==> config.mk <==
export PLATFORM = sky130hd
export DESIGN_NAME = scanline_fetch_arbiter_flat
export DESIGN_NICKNAME = d
export VERILOG_FILES = /design/src/rtl/mega1_video_pkg.sv /design/src/rtl/scanline_fetch_arbiter_if.sv /design/src/rtl/rr_pick.sv /design/src/rtl/scanline_fetch_arbiter.sv /design/src/flat_wrapper.sv
export SDC_FILE = /design/constraint.sdc
export NUM_CORES = 1
export LEC_CHECK = 0
export BUFFER_PORTS_ARGS = -buffer_cell sky130_fd_sc_hd__buf_2
export CAP_MARGIN = 10
export CORE_MARGIN = 4
export CORE_UTILIZATION = 49
export CTS_BUF_LIST = sky130_fd_sc_hd__clkbuf_8
export DETAILED_ROUTE_END_ITERATION = 6
export PLACE_DENSITY = 0.95
export SLEW_MARGIN = 25
export SYNTH_ARGS = -nofsm -noshare
export SYNTH_HDL_FRONTEND = slang
export SYNTH_SLANG_ARGS = --single-unit
==> constraint.sdc <==
create_clock -name clk -period 4.87 [get_ports clk]
set_input_delay 0.974 -clock clk [delete_from_list [all_inputs] [get_ports clk]]
set_output_delay 0.974 -clock clk [all_outputs]
set_load 0.05 [all_outputs]
==> src/rtl/mega1_video_pkg.sv <==
// Shared constants and FSM state type for the scanline fetch arbiter.
//   NREQ    : default number of requesters (tilemap layers + sprite engine)
//   SPR_IDX : index of the sprite engine, always the highest requester
//   AW, DW  : default read address / data widths
package mega1_video_pkg;

  localparam int NREQ    = 4;
  localparam int SPR_IDX = NREQ - 1;
  localparam int AW      = 22;
  localparam int DW      = 32;

  typedef enum logic [1:0] {
    IDLE  = 2'd0,
    ISSUE = 2'd1,
    WAIT  = 2'd2
  } arb_state_t;

endpackage

==> src/rtl/scanline_fetch_arbiter_if.sv <==
// Fetch/memory bus bundle between the layer/sprite fetchers, the arbiter and
// the memory controller read port.
//   slave  : arbiter view (takes requests and memory responses, drives grants,
//            return data and the memory request)
//   master : surrounding system view (fetchers + memory controller)
interface scanline_fetch_arbiter_if #(
  parameter int NREQ = 4,
  parameter int AW   = 22,
  parameter int DW   = 32
);
  logic [NREQ-1:0]    req;
  logic [NREQ*AW-1:0] req_addr;
  logic [NREQ-1:0]    ack;
  logic [NREQ-1:0]    rd_valid;
  logic [DW-1:0]      rd_data;
  logic               mem_req;
  logic [AW-1:0]      mem_addr;
  logic               mem_ack;
  logic               mem_valid;
  logic [DW-1:0]      mem_data;

  modport slave (
    input  req, req_addr, mem_ack, mem_valid, mem_data,
    output ack, rd_valid, rd_data, mem_req, mem_addr
  );

  modport master (
    output req, req_addr, mem_ack, mem_valid, mem_data,
    input  ack, rd_valid, rd_data, mem_req, mem_addr
  );
endinterface

==> src/rtl/rr_pick.sv <==
// Combinational round-robin selector.
//   i_elig   : eligible requester mask
//   i_last   : index granted last; search starts at the index after it
//   o_onehot : one-hot winner
//   o_idx    : winner index
//   o_any    : at least one requester eligible
module rr_pick #(
  parameter int NREQ = 4,
  parameter int IW   = 2
) (
  input  logic [NREQ-1:0] i_elig,
  input  logic [IW-1:0]   i_last,
  output logic [NREQ-1:0] o_onehot,
  output logic [IW-1:0]   o_idx,
  output logic            o_any
);

  logic [IW-1:0] w_cand;

  always_comb begin
    o_onehot = '0;
    o_idx    = '0;
    o_any    = 1'b0;
    w_cand   = '0;
    // last_grant itself is visited last so it only wins when alone
    for (int k = 1; k <= NREQ; k++) begin
      w_cand = IW'((int'(i_last) + k) % NREQ);
      if (!o_any && i_elig[w_cand]) begin
        o_any            = 1'b1;
        o_idx            = w_cand;
        o_onehot[w_cand] = 1'b1;
      end
    end
  end

endmodule

==> src/rtl/scanline_fetch_arbiter.sv <==
// Shares the graphics ROM/SDRAM read port between the tilemap layer fetchers
// (indices 0..NREQ-2) and the sprite line engine (index NREQ-1). Tilemaps are
// favoured during active display, all requesters compete during hblank.
// Also generates per-line / per-frame start strobes from hbl/vbl falling edges.
//   clk, reset          : system clock, synchronous active-high reset
//   clk_en_pix          : pixel clock enable (gates strobe sampling only)
//   hc, vc              : raster counters from the timing generator
//   hbl, vbl            : horizontal / vertical blank
//   line_start          : pulse on the enabled cycle where hbl falls
//   frame_start         : pulse on the enabled cycle where vbl falls
//   bus                 : request/grant/return and memory read port bundle
module scanline_fetch_arbiter
  import mega1_video_pkg::*;
#(
  parameter int NREQ = 4,
  parameter int AW   = 22,
  parameter int DW   = 32
) (
  input  logic                     clk,
  input  logic                     reset,
  input  logic                     clk_en_pix,
  input  logic [8:0]               hc,
  input  logic [8:0]               vc,
  input  logic                     hbl,
  input  logic                     vbl,
  output logic                     line_start,
  output logic                     frame_start,
  scanline_fetch_arbiter_if.slave  bus
);

  localparam int IW = (NREQ > 1) ? $clog2(NREQ) : 1;
  localparam logic [NREQ-1:0] TILE_MASK = ~(NREQ'(1) << (NREQ - 1));

  arb_state_t      r_state, w_state_nxt;
  logic [NREQ-1:0] r_owner_oh;
  logic [IW-1:0]   r_owner_idx;
  logic [IW-1:0]   r_last_grant;
  logic [AW-1:0]   r_mem_addr;
  logic [DW-1:0]   r_rd_data;
  logic [NREQ-1:0] r_rd_valid;
  logic            r_hbl_d, r_vbl_d, r_pix_seen;

  logic [NREQ-1:0] w_tile_req, w_elig, w_win_oh;
  logic [IW-1:0]   w_win_idx;
  logic            w_win_any, w_issue_done, w_data_done;

  // During active display the sprite engine only competes when no tilemap
  // layer is asking, so an otherwise idle port is never left unused.
  assign w_tile_req = bus.req & TILE_MASK;
  assign w_elig     = hbl ? bus.req : ((|w_tile_req) ? w_tile_req : bus.req);

  rr_pick #(.NREQ(NREQ), .IW(IW)) u_pick (
    .i_elig   (w_elig),
    .i_last   (r_last_grant),
    .o_onehot (w_win_oh),
    .o_idx    (w_win_idx),
    .o_any    (w_win_any)
  );

  always_comb begin
    w_state_nxt  = r_state;
    w_issue_done = 1'b0;
    w_data_done  = 1'b0;
    unique case (r_state)
      IDLE:    if (w_win_any) w_state_nxt = ISSUE;
      ISSUE:   if (bus.mem_ack) begin
                 w_state_nxt  = WAIT;
                 w_issue_done = 1'b1;
               end
      WAIT:    if (bus.mem_valid) begin
                 w_state_nxt = IDLE;
                 w_data_done = 1'b1;
               end
      default: w_state_nxt = IDLE;
    endcase
  end

  always_ff @(posedge clk) begin
    if (reset) begin
      r_state      <= IDLE;
      r_owner_oh   <= '0;
      r_owner_idx  <= '0;
      r_last_grant <= IW'(NREQ - 1);
      r_mem_addr   <= '0;
      r_rd_data    <= '0;
      r_rd_valid   <= '0;
    end else begin
      r_state    <= w_state_nxt;
      r_rd_valid <= '0;
      if (r_state == IDLE && w_win_any) begin
        r_owner_oh  <= w_win_oh;
        r_owner_idx <= w_win_idx;
        r_mem_addr  <= bus.req_addr[int'(w_win_idx) * AW +: AW];
      end
      if (w_issue_done) r_last_grant <= r_owner_idx;
      if (w_data_done) begin
        r_rd_data  <= bus.mem_data;
        r_rd_valid <= r_owner_oh;
      end
    end
  end

  assign bus.mem_req  = (r_state == ISSUE) && !reset;
  assign bus.mem_addr = r_mem_addr;
  assign bus.ack      = (w_issue_done && !reset) ? r_owner_oh : '0;
  assign bus.rd_valid = r_rd_valid;
  assign bus.rd_data  = r_rd_data;

  // r_pix_seen suppresses a strobe on the first enabled pixel after reset,
  // whatever level hbl/vbl happen to be at.
  always_ff @(posedge clk) begin
    if (reset) begin
      r_hbl_d    <= 1'b1;
      r_vbl_d    <= 1'b1;
      r_pix_seen <= 1'b0;
    end else if (clk_en_pix) begin
      r_hbl_d    <= hbl;
      r_vbl_d    <= vbl;
      r_pix_seen <= 1'b1;
    end
  end

  assign line_start  = !reset && clk_en_pix && r_pix_seen && r_hbl_d && !hbl;
  assign frame_start = !reset && clk_en_pix && r_pix_seen && r_vbl_d && !vbl;

endmodule

==> src/flat_wrapper.sv <==
// flat-port wrapper written by rule: the top's interface ports become plain ports
module scanline_fetch_arbiter_flat import mega1_video_pkg::*;
#(
  parameter int NREQ = 4,
  parameter int AW   = 22,
  parameter int DW   = 32
)
  (clk, reset, clk_en_pix, hc, vc, hbl, vbl, line_start, frame_start, bus_req, bus_req_addr, bus_mem_ack, bus_mem_valid, bus_mem_data, bus_ack, bus_rd_valid, bus_rd_data, bus_mem_req, bus_mem_addr);
  scanline_fetch_arbiter_if #(.NREQ(NREQ), .AW(AW), .DW(DW)) bus_i ();
  input  logic clk;
  input  logic reset;
  input  logic clk_en_pix;
  input  logic [8:0] hc;
  input  logic [8:0] vc;
  input  logic hbl;
  input  logic vbl;
  output logic line_start;
  output logic frame_start;
  input wire logic [$bits(bus_i.req)-1:0] bus_req;
  input wire logic [$bits(bus_i.req_addr)-1:0] bus_req_addr;
  input wire logic [$bits(bus_i.mem_ack)-1:0] bus_mem_ack;
  input wire logic [$bits(bus_i.mem_valid)-1:0] bus_mem_valid;
  input wire logic [$bits(bus_i.mem_data)-1:0] bus_mem_data;
  output wire logic [$bits(bus_i.ack)-1:0] bus_ack;
  output wire logic [$bits(bus_i.rd_valid)-1:0] bus_rd_valid;
  output wire logic [$bits(bus_i.rd_data)-1:0] bus_rd_data;
  output wire logic [$bits(bus_i.mem_req)-1:0] bus_mem_req;
  output wire logic [$bits(bus_i.mem_addr)-1:0] bus_mem_addr;
  assign bus_i.req = bus_req;
  assign bus_i.req_addr = bus_req_addr;
  assign bus_i.mem_ack = bus_mem_ack;
  assign bus_i.mem_valid = bus_mem_valid;
  assign bus_i.mem_data = bus_mem_data;
  assign bus_ack = bus_i.ack;
  assign bus_rd_valid = bus_i.rd_valid;
  assign bus_rd_data = bus_i.rd_data;
  assign bus_mem_req = bus_i.mem_req;
  assign bus_mem_addr = bus_i.mem_addr;
  scanline_fetch_arbiter #(.NREQ(NREQ), .AW(AW), .DW(DW)) u_core (.clk(clk), .reset(reset), .clk_en_pix(clk_en_pix), .hc(hc), .vc(vc), .hbl(hbl), .vbl(vbl), .line_start(line_start), .frame_start(frame_start), .bus(bus_i));
endmodule
==> key figures <==
Status
  – Status: finished clean

Global route
  – Antenna violations before repair: 0
  – GRT Util Overall: 23.6%
  – Largest net degree at the start of global routing: 41
  – First-pass GRT wire length: between 15 and 20 mm
  – Total grt overflow: 0
  – Number of global-route vias before repair: between 3k and 4k

Finish
  – Most common cell after layout, fill and taps aside: buf_2
  – Final core utilization: 66.2%
  – Antenna diode count: 0
  – Layout cell share with drive strength beyond 1: a little under two fifths
  – Fillcell total: about 600
  – Reg area: about 1400 um^2
  – Final instance area: 4850 um^2
  – Most frequent cells in the layout: buf_2 (195), nand2_1 (80), dfxtp_1 (71)
  – Layout area overhead: 30.5%
  – Area of the multi-input gates: 2090 um^2
  – Nets: 761

Floorplanning
  – Row cnt: 31
  – Die ar.: about 9000 um^2
  – Die X: 95.1 um
  – Die H: ~95 um
  – Starting Density: 50.7%
  – Io pins: around 210
  – Core area: around 7300 um^2

Power and ir drop
  – Pwr Density: between 300 and 400 nW/um^2
  – VDD IR max: 0.207 mV
  – Leakage Power: ~0.0022 uW
  – Tot Pwr: approximately 1600 uW

Yosys
  – Post-Syn Area: 3720 um^2
  – Mapped Cells: ~430
  – Synth area leaders: dfxtp_1 (38%), mux2i_1 (12%), nand2_1 (8.1%)
  – Cell taking the most area after synthesis: dfxtp_1
  – Post-synthesis sequential area ratio: around two fifths
  – Avg Cell Area, Syn: approximately 8.6 um^2
  – Synthesized net count: roughly 590
  – Post-synth top area share: a little under two fifths
  – Synth Register Bits: 71
  – Yosys warnings: 0
  – Synth unique cells: between 40 and 50

Setup path
  – Critical path class: flop to flop
  – Critical path fanouts, max: 20
  – Required time of the worst setup path: approximately 5000 ps
  – CP Data Arrival Time: approximately 4000 ps
  – Crit. End Element: flop
  – Critical path launch point type: flop

Clock network
  – Cts repair resizes: 0
  – CTS Sinks: between 70 and 80
  – H-tree Lvls: 3
  – Post-CTS Setup Repair Bufs: 0
  – CTS tree: built
  – Clk Latency, worst-skew pair: 340 ps
  – Clk slew on worst S/H paths: ~90 ps
  – Num CTS Buffers: 9
  – Maximum root-to-sink buffer count: 2
  – Post-CTS Hold Buffers: 0
  – Clk root buf: clkbuf_8

Detailed routing
  – WL final: between 10 and 15 mm
  – Vias: roughly 3.9k
  – Initial detailed-routing violation count: 133
  – Via density per instance: 5.55
  – Post-DRT Antenna Nets: 0
  – Routed len/inst: between 15 and 20 um
  – Drt first pass iters: 4
  – DRC: 0

Timing
  – RSZ-0062 raised after global routing: false
  – Slew @ Worst Pin: just over 900 ps
  – Maximum clock frequency: about 260 MHz
  – Endpoints failing hold: 0
  – Fin crit share: slightly below 80%
  – Fin crit period: between 3000 and 4000 ps
  – Final TNS setup: 0 ps
  – Slew Limit Fails: 0
  – Final setup viols: 0
  – Rel. slew slack: a little under two fifths
  – Fin Clk Skew: 8.47 ps
  – Hold Slack: approximately 460 ps

Placed design
  – Port-buffer cells: slightly below 200
  – Hpwl dp: between 8 and 9 mm
  – Placed cell area: roughly 4700 um^2
  – Placer congestion estimate: just over 0.9

Hold path
  – HP Class: flop to flop

Flow run
  – Max-cap check violation count: 0
[layout make-up]
type | instances | share of cell area [%]
clock buffers | 9 | 2.55
clock inverters | 7 | 1.26
inverters | 4 | 0.310
multi-input cells | 319 | 43.1
flip-flops and latches | 71 | 29.3
well taps | 99 | 2.55
repair buffers | 200 | 20.9
[final timing paths]
kind | startpoint | endpoint | slack [ps] | cells past startpoint
max | u_core.r_last_grant[0] | u_core.bus.mem_addr[2] | 1040 | 8
min | u_core.bus.rd_data[11] | u_core.bus.rd_data[11] | 460 | 2
max reg2reg | u_core.r_last_grant[0] | u_core.bus.mem_addr[2] | 1040 | 8
min reg2reg | u_core.bus.rd_data[11] | u_core.bus.rd_data[11] | 460 | 2
[flip-flops by register name, summed over array words and instances (netlist names)]
| signal | cells |
|---|---|
| u_core.bus.rd_data | 32 |
| u_core.bus.mem_addr | 22 |
| u_core.bus.rd_valid | 4 |
| u_core.r_owner_oh | 4 |
| u_core.r_last_grant | 2 |
| u_core.r_owner_idx | 2 |
| u_core.r_state | 2 |
| u_core.r_hbl_d | 1 |
| u_core.r_pix_seen | 1 |
| u_core.r_vbl_d | 1 |
[metrics by stage]
stage	instances	worst slack, ps
3_5_place_dp	693	1060
6_report	709	1040
2_1_floorplan	433	844
4_1_cts	709	1060
5_1_grt	709	763
3_3_place_gp	693	1230
[worst max-delay path, cell delays in order (launching register included)]
cell      delay, ps
dfxtp_1         750
clkinv_1        530
ha_1            610
o21ai_0         210
a32oi_4         530
buf_4           420
mux2i_1         280
nand3_1         100
a32o_1          300
[power breakdown]
part           switching, uW  internal [uW]  leakage [uW]
sequential              30.4            625      0.000580
clock                    246            196     0.0000892
combinational            328            178       0.00151
total                    604            999       0.00218
[layer usage]
layer  wire length (um)  GRT usage (%)  vias to the layer above
met3                918           5.29                       22
li1                   -              -                     1918
met1               4320           26.6                     1799
met4                246           9.86                        0
met5                  0              0                        -
met2               5610           42.4                      193
[cells in the mapped netlist (all sizes together)]
cell type / count
and3: 4
mux2: 2
a21oi: 38
o211a: 2
o2bb2ai: 1
o211ai: 2
clkinv: 1
nor2: 14
and2b: 2
nor3b: 8
o21ai: 29
a2111oi: 1
or2: 1
dfxtp: 71
a32o: 22
inv: 3
or3: 3
a221oi: 4
nand2: 80
a211oi: 1
clkbuf: 23
nor3: 3
nand3b: 2
a2111o: 1
nand2b: 2
a211o: 3
a311oi: 4
o21a: 2
nand4: 2
o31ai: 1
or3b: 1
o22a: 1
nor2b: 2
a32oi: 1
ha: 7
a31oi: 2
mux2i: 46
a21o: 1
nand3: 24
buf: 16
[logic make-up (layout without fill, tap and decap cells)]
kind of cell             count (synthesis)  count (layout)  share of synthesized area (%)
multiplexers                            48              48                           13.0
AO/OA/AOI/OAI                          116             116                           21.8
buffers and inverters                   43             220                           6.29
AND/OR/NAND/NOR                        148             148                           18.3
adder cells (fa/ha/maj)                  7               7                           2.36
flip-flops                              71              71                           38.2
No activity file was read; power rests on OpenSTA's default activity.
